==> src/rtl/piece_dropper_pkg.sv <==
// Shared encodings for the piece dropper: cell values, result codes, FSM states
// and default board geometry.
package piece_dropper_pkg;

    localparam int NUM_ROWS_DEFAULT = 6;
    localparam int NUM_COLS_DEFAULT = 7;

    localparam logic [1:0] CELL_EMPTY = 2'b00;
    localparam logic [1:0] CELL_P1    = 2'b01;
    localparam logic [1:0] CELL_P2    = 2'b10;

    localparam logic [1:0] RES_OK        = 2'b00;
    localparam logic [1:0] RES_COL_FULL  = 2'b01;
    localparam logic [1:0] RES_INVALID   = 2'b10;
    localparam logic [1:0] RES_GAME_OVER = 2'b11;

    typedef enum logic [2:0] {
        ST_CLEAR,
        ST_IDLE,
        ST_SCAN,
        ST_WRITE,
        ST_CHK_START,
        ST_CHK_WAIT,
        ST_DONE
    } state_t;

    function automatic logic valid_player(input logic [1:0] player);
        return (player == CELL_P1) || (player == CELL_P2);
    endfunction

endpackage

==> src/rtl/piece_dropper.sv <==
// Drops a piece into the lowest empty cell of a column, runs the victory
// checker on the placed cell and reports the outcome; sweeps the board on reset.
module piece_dropper
    import piece_dropper_pkg::*;
#(
    parameter int NUM_ROWS = NUM_ROWS_DEFAULT,
    parameter int NUM_COLS = NUM_COLS_DEFAULT
) (
    input  logic       clk,
    input  logic       rst,
    input  logic       move_valid,
    output logic       move_ready,
    input  logic [2:0] req_col,
    input  logic [1:0] req_player,
    output logic [2:0] read_row,
    output logic [2:0] read_col,
    input  logic [1:0] data_in,
    output logic       write_en,
    output logic [2:0] write_row,
    output logic [2:0] write_col,
    output logic [1:0] write_data,
    output logic       check_start,
    output logic [2:0] move_row,
    output logic [2:0] move_col,
    input  logic       check_done,
    input  logic [1:0] winner,
    output logic       move_done,
    output logic [1:0] move_result,
    output logic       game_over,
    output logic       draw
);

    localparam logic [2:0] LAST_ROW   = 3'(NUM_ROWS - 1);
    localparam logic [2:0] LAST_COL   = 3'(NUM_COLS - 1);
    localparam logic [3:0] COL_LIMIT  = 4'(NUM_COLS);
    localparam logic [6:0] CELL_COUNT = 7'(NUM_ROWS * NUM_COLS);

    state_t     state_reg, state_next;
    logic [2:0] scan_row_reg, scan_row_next;
    logic [2:0] col_reg, col_next;
    logic [1:0] player_reg, player_next;
    logic [2:0] wr_row_reg, wr_row_next;
    logic [2:0] wr_col_reg, wr_col_next;
    logic [2:0] move_row_reg, move_row_next;
    logic [2:0] move_col_reg, move_col_next;
    logic [6:0] count_reg, count_next;
    logic [1:0] result_reg, result_next;
    logic       game_over_reg, game_over_next;
    logic       draw_reg, draw_next;

    always_ff @(posedge clk) begin
        if (rst) begin
            state_reg     <= ST_CLEAR;
            scan_row_reg  <= '0;
            col_reg       <= '0;
            player_reg    <= '0;
            wr_row_reg    <= '0;
            wr_col_reg    <= '0;
            move_row_reg  <= '0;
            move_col_reg  <= '0;
            count_reg     <= '0;
            result_reg    <= '0;
            game_over_reg <= 1'b0;
            draw_reg      <= 1'b0;
        end else begin
            state_reg     <= state_next;
            scan_row_reg  <= scan_row_next;
            col_reg       <= col_next;
            player_reg    <= player_next;
            wr_row_reg    <= wr_row_next;
            wr_col_reg    <= wr_col_next;
            move_row_reg  <= move_row_next;
            move_col_reg  <= move_col_next;
            count_reg     <= count_next;
            result_reg    <= result_next;
            game_over_reg <= game_over_next;
            draw_reg      <= draw_next;
        end
    end

    always_comb begin
        state_next     = state_reg;
        scan_row_next  = scan_row_reg;
        col_next       = col_reg;
        player_next    = player_reg;
        wr_row_next    = wr_row_reg;
        wr_col_next    = wr_col_reg;
        move_row_next  = move_row_reg;
        move_col_next  = move_col_reg;
        count_next     = count_reg;
        result_next    = result_reg;
        game_over_next = game_over_reg;
        draw_next      = draw_reg;

        case (state_reg)
            // The write address registers double as the sweep counter.
            ST_CLEAR: begin
                if (wr_col_reg == LAST_COL) begin
                    if (wr_row_reg == LAST_ROW) begin
                        state_next = ST_IDLE;
                    end else begin
                        wr_col_next = '0;
                        wr_row_next = wr_row_reg + 3'd1;
                    end
                end else begin
                    wr_col_next = wr_col_reg + 3'd1;
                end
            end
            ST_IDLE: begin
                if (move_valid) begin
                    if (game_over_reg || draw_reg) begin
                        result_next = RES_GAME_OVER;
                        state_next  = ST_DONE;
                    end else if (({1'b0, req_col} >= COL_LIMIT) || !valid_player(req_player)) begin
                        result_next = RES_INVALID;
                        state_next  = ST_DONE;
                    end else begin
                        col_next      = req_col;
                        player_next   = req_player;
                        scan_row_next = '0;
                        state_next    = ST_SCAN;
                    end
                end
            end
            ST_SCAN: begin
                if (data_in == CELL_EMPTY) begin
                    move_row_next = scan_row_reg;
                    move_col_next = col_reg;
                    wr_row_next   = scan_row_reg;
                    wr_col_next   = col_reg;
                    state_next    = ST_WRITE;
                end else if (scan_row_reg == LAST_ROW) begin
                    result_next = RES_COL_FULL;
                    state_next  = ST_DONE;
                end else begin
                    scan_row_next = scan_row_reg + 3'd1;
                end
            end
            ST_WRITE: begin
                count_next = count_reg + 7'd1;
                state_next = ST_CHK_START;
            end
            ST_CHK_START: begin
                state_next = ST_CHK_WAIT;
            end
            ST_CHK_WAIT: begin
                if (check_done) begin
                    if (winner != CELL_EMPTY) begin
                        game_over_next = 1'b1;
                    end else if (count_reg == CELL_COUNT) begin
                        draw_next = 1'b1;
                    end
                    result_next = RES_OK;
                    state_next  = ST_DONE;
                end
            end
            ST_DONE: begin
                state_next = ST_IDLE;
            end
            default: begin
                state_next = ST_CLEAR;
            end
        endcase
    end

    // Strobes are masked while rst is high so nothing fires in the reset cycle.
    assign move_ready  = (state_reg == ST_IDLE) && !rst;
    assign write_en    = ((state_reg == ST_CLEAR) || (state_reg == ST_WRITE)) && !rst;
    assign check_start = (state_reg == ST_CHK_START) && !rst;
    assign move_done   = (state_reg == ST_DONE) && !rst;
    assign write_data  = (state_reg == ST_WRITE) ? player_reg : CELL_EMPTY;
    assign read_row    = scan_row_reg;
    assign read_col    = col_reg;
    assign write_row   = wr_row_reg;
    assign write_col   = wr_col_reg;
    assign move_row    = move_row_reg;
    assign move_col    = move_col_reg;
    assign move_result = result_reg;
    assign game_over   = game_over_reg;
    assign draw        = draw_reg;

endmodule

==> config.mk <==
export PLATFORM = sky130hd
export DESIGN_NAME = piece_dropper
export DESIGN_NICKNAME = d
export VERILOG_FILES = /design/src/rtl/piece_dropper_pkg.sv /design/src/rtl/piece_dropper.sv
export SDC_FILE = /design/constraint.sdc
export NUM_CORES = 1
export LEC_CHECK = 0
export ABC_AREA = 1
export CORE_MARGIN = 3
export CORE_UTILIZATION = 46
export CTS_CLUSTER_DIAMETER = 200
export DETAILED_ROUTE_END_ITERATION = 12
export PLACE_DENSITY = 0.78
export SLEW_MARGIN = 20
export SYNTH_ARGS = -nofsm -noshare
export SYNTH_HDL_FRONTEND = slang
export SYNTH_SLANG_ARGS = --single-unit
==> constraint.sdc <==
create_clock -name clk -period 1.5 [get_ports clk]
set_input_delay 0.375 -clock clk [delete_from_list [all_inputs] [get_ports clk]]
set_output_delay 0.375 -clock clk [all_outputs]
set_load 0.03 [all_outputs]
==> metrics.txt <==
CP endpoint kind=primary output; vias post-DR=2278; cell count after synthesis=around 250; Worst Hold Class=register to register; Crit Path Max Fanout=6; gpl congestion=approximately 0.91; max cap viols=0; final hold slack=about 0.46 ns; grt peak-use layer=met2; antenna violations before repair=0; area grow syn2layout=72.7%; met3 Usage GRT=under 10%; Syn Nets=265; final hold vios=0; TritonCTS clock tree=yes; Synth Cell Area=roughly 1700 µm²; EDFF count, synth=0; layout cell share with drive strength beyond 1=a little under two fifths; Layout Utilization=85.5%; Seq pwr share=47.1%; # diodes=0; Clock Latency Late Sink=0.30 ns; Tightest Pin Transition=0.405 ns; Clock Path Buffers=2; Slew Limit Fails=0; largest net degree at the start of global routing=22; Critical Path Start=rst; synth warn=0; Final Cell Area=2940 µm²; final worst slack=-0.150 ns; Main synth FF type=dfxtp_1; Worst R2R Path Depth=8; Critical Path RT=1.12 ns; HPWL after DPL=3.40 mm; fmax=606 MHz; Clock Skew=0.00841 ns; post-synthesis register bit count=34; Fillers=164; Max-slew headroom=between 70 and 80%; GR Overflow Total=0; Die Wd=66.9 µm; Worst Path Arrival=1.28 ns; drt first pass iters=7; Port Buffer Count=40; commonest non-fill, non-tap cell in the layout=buf_4; row count=21; met1 GRT Util=29.2%; post-route antenna net violation count=0; Netlist cell types=28; Multi-input gate area=roughly 1100 µm²; failing checks=negative setup slack; Die ar.=4470 µm²; vias per inst=5.89; Hold Startpoint=move_row[2]; core area=between 3000 and 4000 µm²; Cell Pwr Density=657 nW/µm²; clock sink count=34; Post-CTS Hold Fix Bufs=0; R2R Path Start=state_reg[1]; switch share=a little under a quarter; Die Y=66.9 µm; P_leak=1.35 nW; WL/cell=approximately 18 µm; number of flip-flops in the largest register=7; M2 GR Usage=a little over two fifths; placed inst area=2390 µm²; register area=slightly below 700 µm²; R2R setup slack=-0.12 ns; sequential share of the synthesized area=39.9%; syn avg cell area=between 6 and 7 µm²; final worst path period need=1.65 ns; internal power=1.49 mW; RSZ-0062 raised after global routing=true; Peak VDD IR=0.527 mV; sw power=0.448 mW; # H-tree levels=2; most frequent cells in the layout=49 x buf_4, 34 x nand2_1, 30 x dfxtp_1; Async S/R FF share, synth=0%; Gate power share=10.1%; number of global-route vias before repair=1878; initial core utilization=49.5%; endpoints failing setup=24; Worst setup SP type=primary input; dpl ws=-0.360 ns; 1st-iter DRT viols=459; status=finished, violations left; period utilization=110%; nets@finish=359; first-pass GRT wire length=8.32 mm; WHS Path Cells=2; critical path type=primary input to primary output; drt drc=0; Clk pin slew, worst setup/hold paths=roughly 0.070 ns; root buffer cell=clkbuf_8; # IOs=41; Num CTS Buffers=5; GRT Overall Usage=between 20% and 30%; Clock power frac=between 40% and 50%; Total Power=around 1.9 mW; final WL=6.95 mm
[worst max-delay path: stages]
cell	delay, ns
dlygate4sd2_1	0.45
inv_1	0.16
o21a_4	0.16
buf_6	0.14
[cells in the mapped netlist, types with 2 or more instances]
cell type,n,share of area [%]
a21oi_1,29,8.5
a31oi_1,2,0.73
buf_2,2,0.59
clkbuf_1,4,0.88
dfxtp_1,34,40
ha_1,6,4.4
inv_1,30,6.6
inv_2,4,0.88
nand2_1,47,10
nand2_2,3,1.1
nand3_1,15,4.4
nand4_1,3,1.1
nor2_1,24,5.3
nor2_2,2,0.73
nor3_1,3,0.88
nor4_1,3,1.1
o21ai_0,17,5.0
o21ai_1,6,1.8
o22ai_1,2,0.73
xnor2_1,2,1.0
[cells by family (layout without fill, tap and decap cells)]
kind of cell | after synthesis | count (layout) | synth area share (%)
fa+ha+maj | 6 | 6 | 4.41
xor+xnor | 3 | 3 | 1.54
compound gates | 58 | 58 | 17.7
flops | 34 | 34 | 39.9
simple gates | 104 | 105 | 27.2
buf+inv | 41 | 135 | 9.18
[path summary, 6_finish.rpt]
kind | to
setup / recovery | write_en
hold / removal | move_row[2]
setup reg to reg | move_col[0]
hold reg to reg | move_row[2]
[area by class of cell]
class | count | share of cell area [%]
Clock buffer | 7 | 2.59
Clock inverter | 1 | 1.02
Inverter | 35 | 5.02
Multi-Input combinational cell | 172 | 39.0
Sequential cell | 34 | 23.6
Tap cell | 46 | 1.96
Timing Repair Buffer | 91 | 26.7
Timing Repair inverter | 1 | 0.170
[repair_timing]
action                     4_1_cts  5_1_grt
gates resized for setup         57       54
pin swaps                        7       21
gates cloned                     1        1
buffers inserted                10        9
setup endpoints to repair       36       33
[metal layers]
layer | routed length, µm | share of wire (%) | vias to the layer above
met5 | 0 | 0 | -
met4 | 374 | 5.4 | 0
met3 | 575 | 8.3 | 51
met2 | 3340 | 48 | 179
met1 | 2660 | 38 | 1046
li1 | - | - | 1002
[power groups by stage]
stage               Combinational (mW)  Clock (mW)  Sequential (mW)
finish                           0.195       0.827            0.911
global route                     0.203       0.860            0.911
CTS                              0.165       0.835            0.910
detailed placement               0.167           0            0.936
global placement                 0.165           0            0.936
floorplan                       0.0537           0            0.954
[metrics by stage]
stage | instances | setup TNS, ns
final | 387 | -1.60
after global routing | 387 | -3.10
after CTS | 378 | -0.613
after detailed placement | 359 | -6.61
after global placement | 359 | -5.58
after floorplan | 246 | -0.0844
No activity file was read; power rests on OpenSTA's default activity.
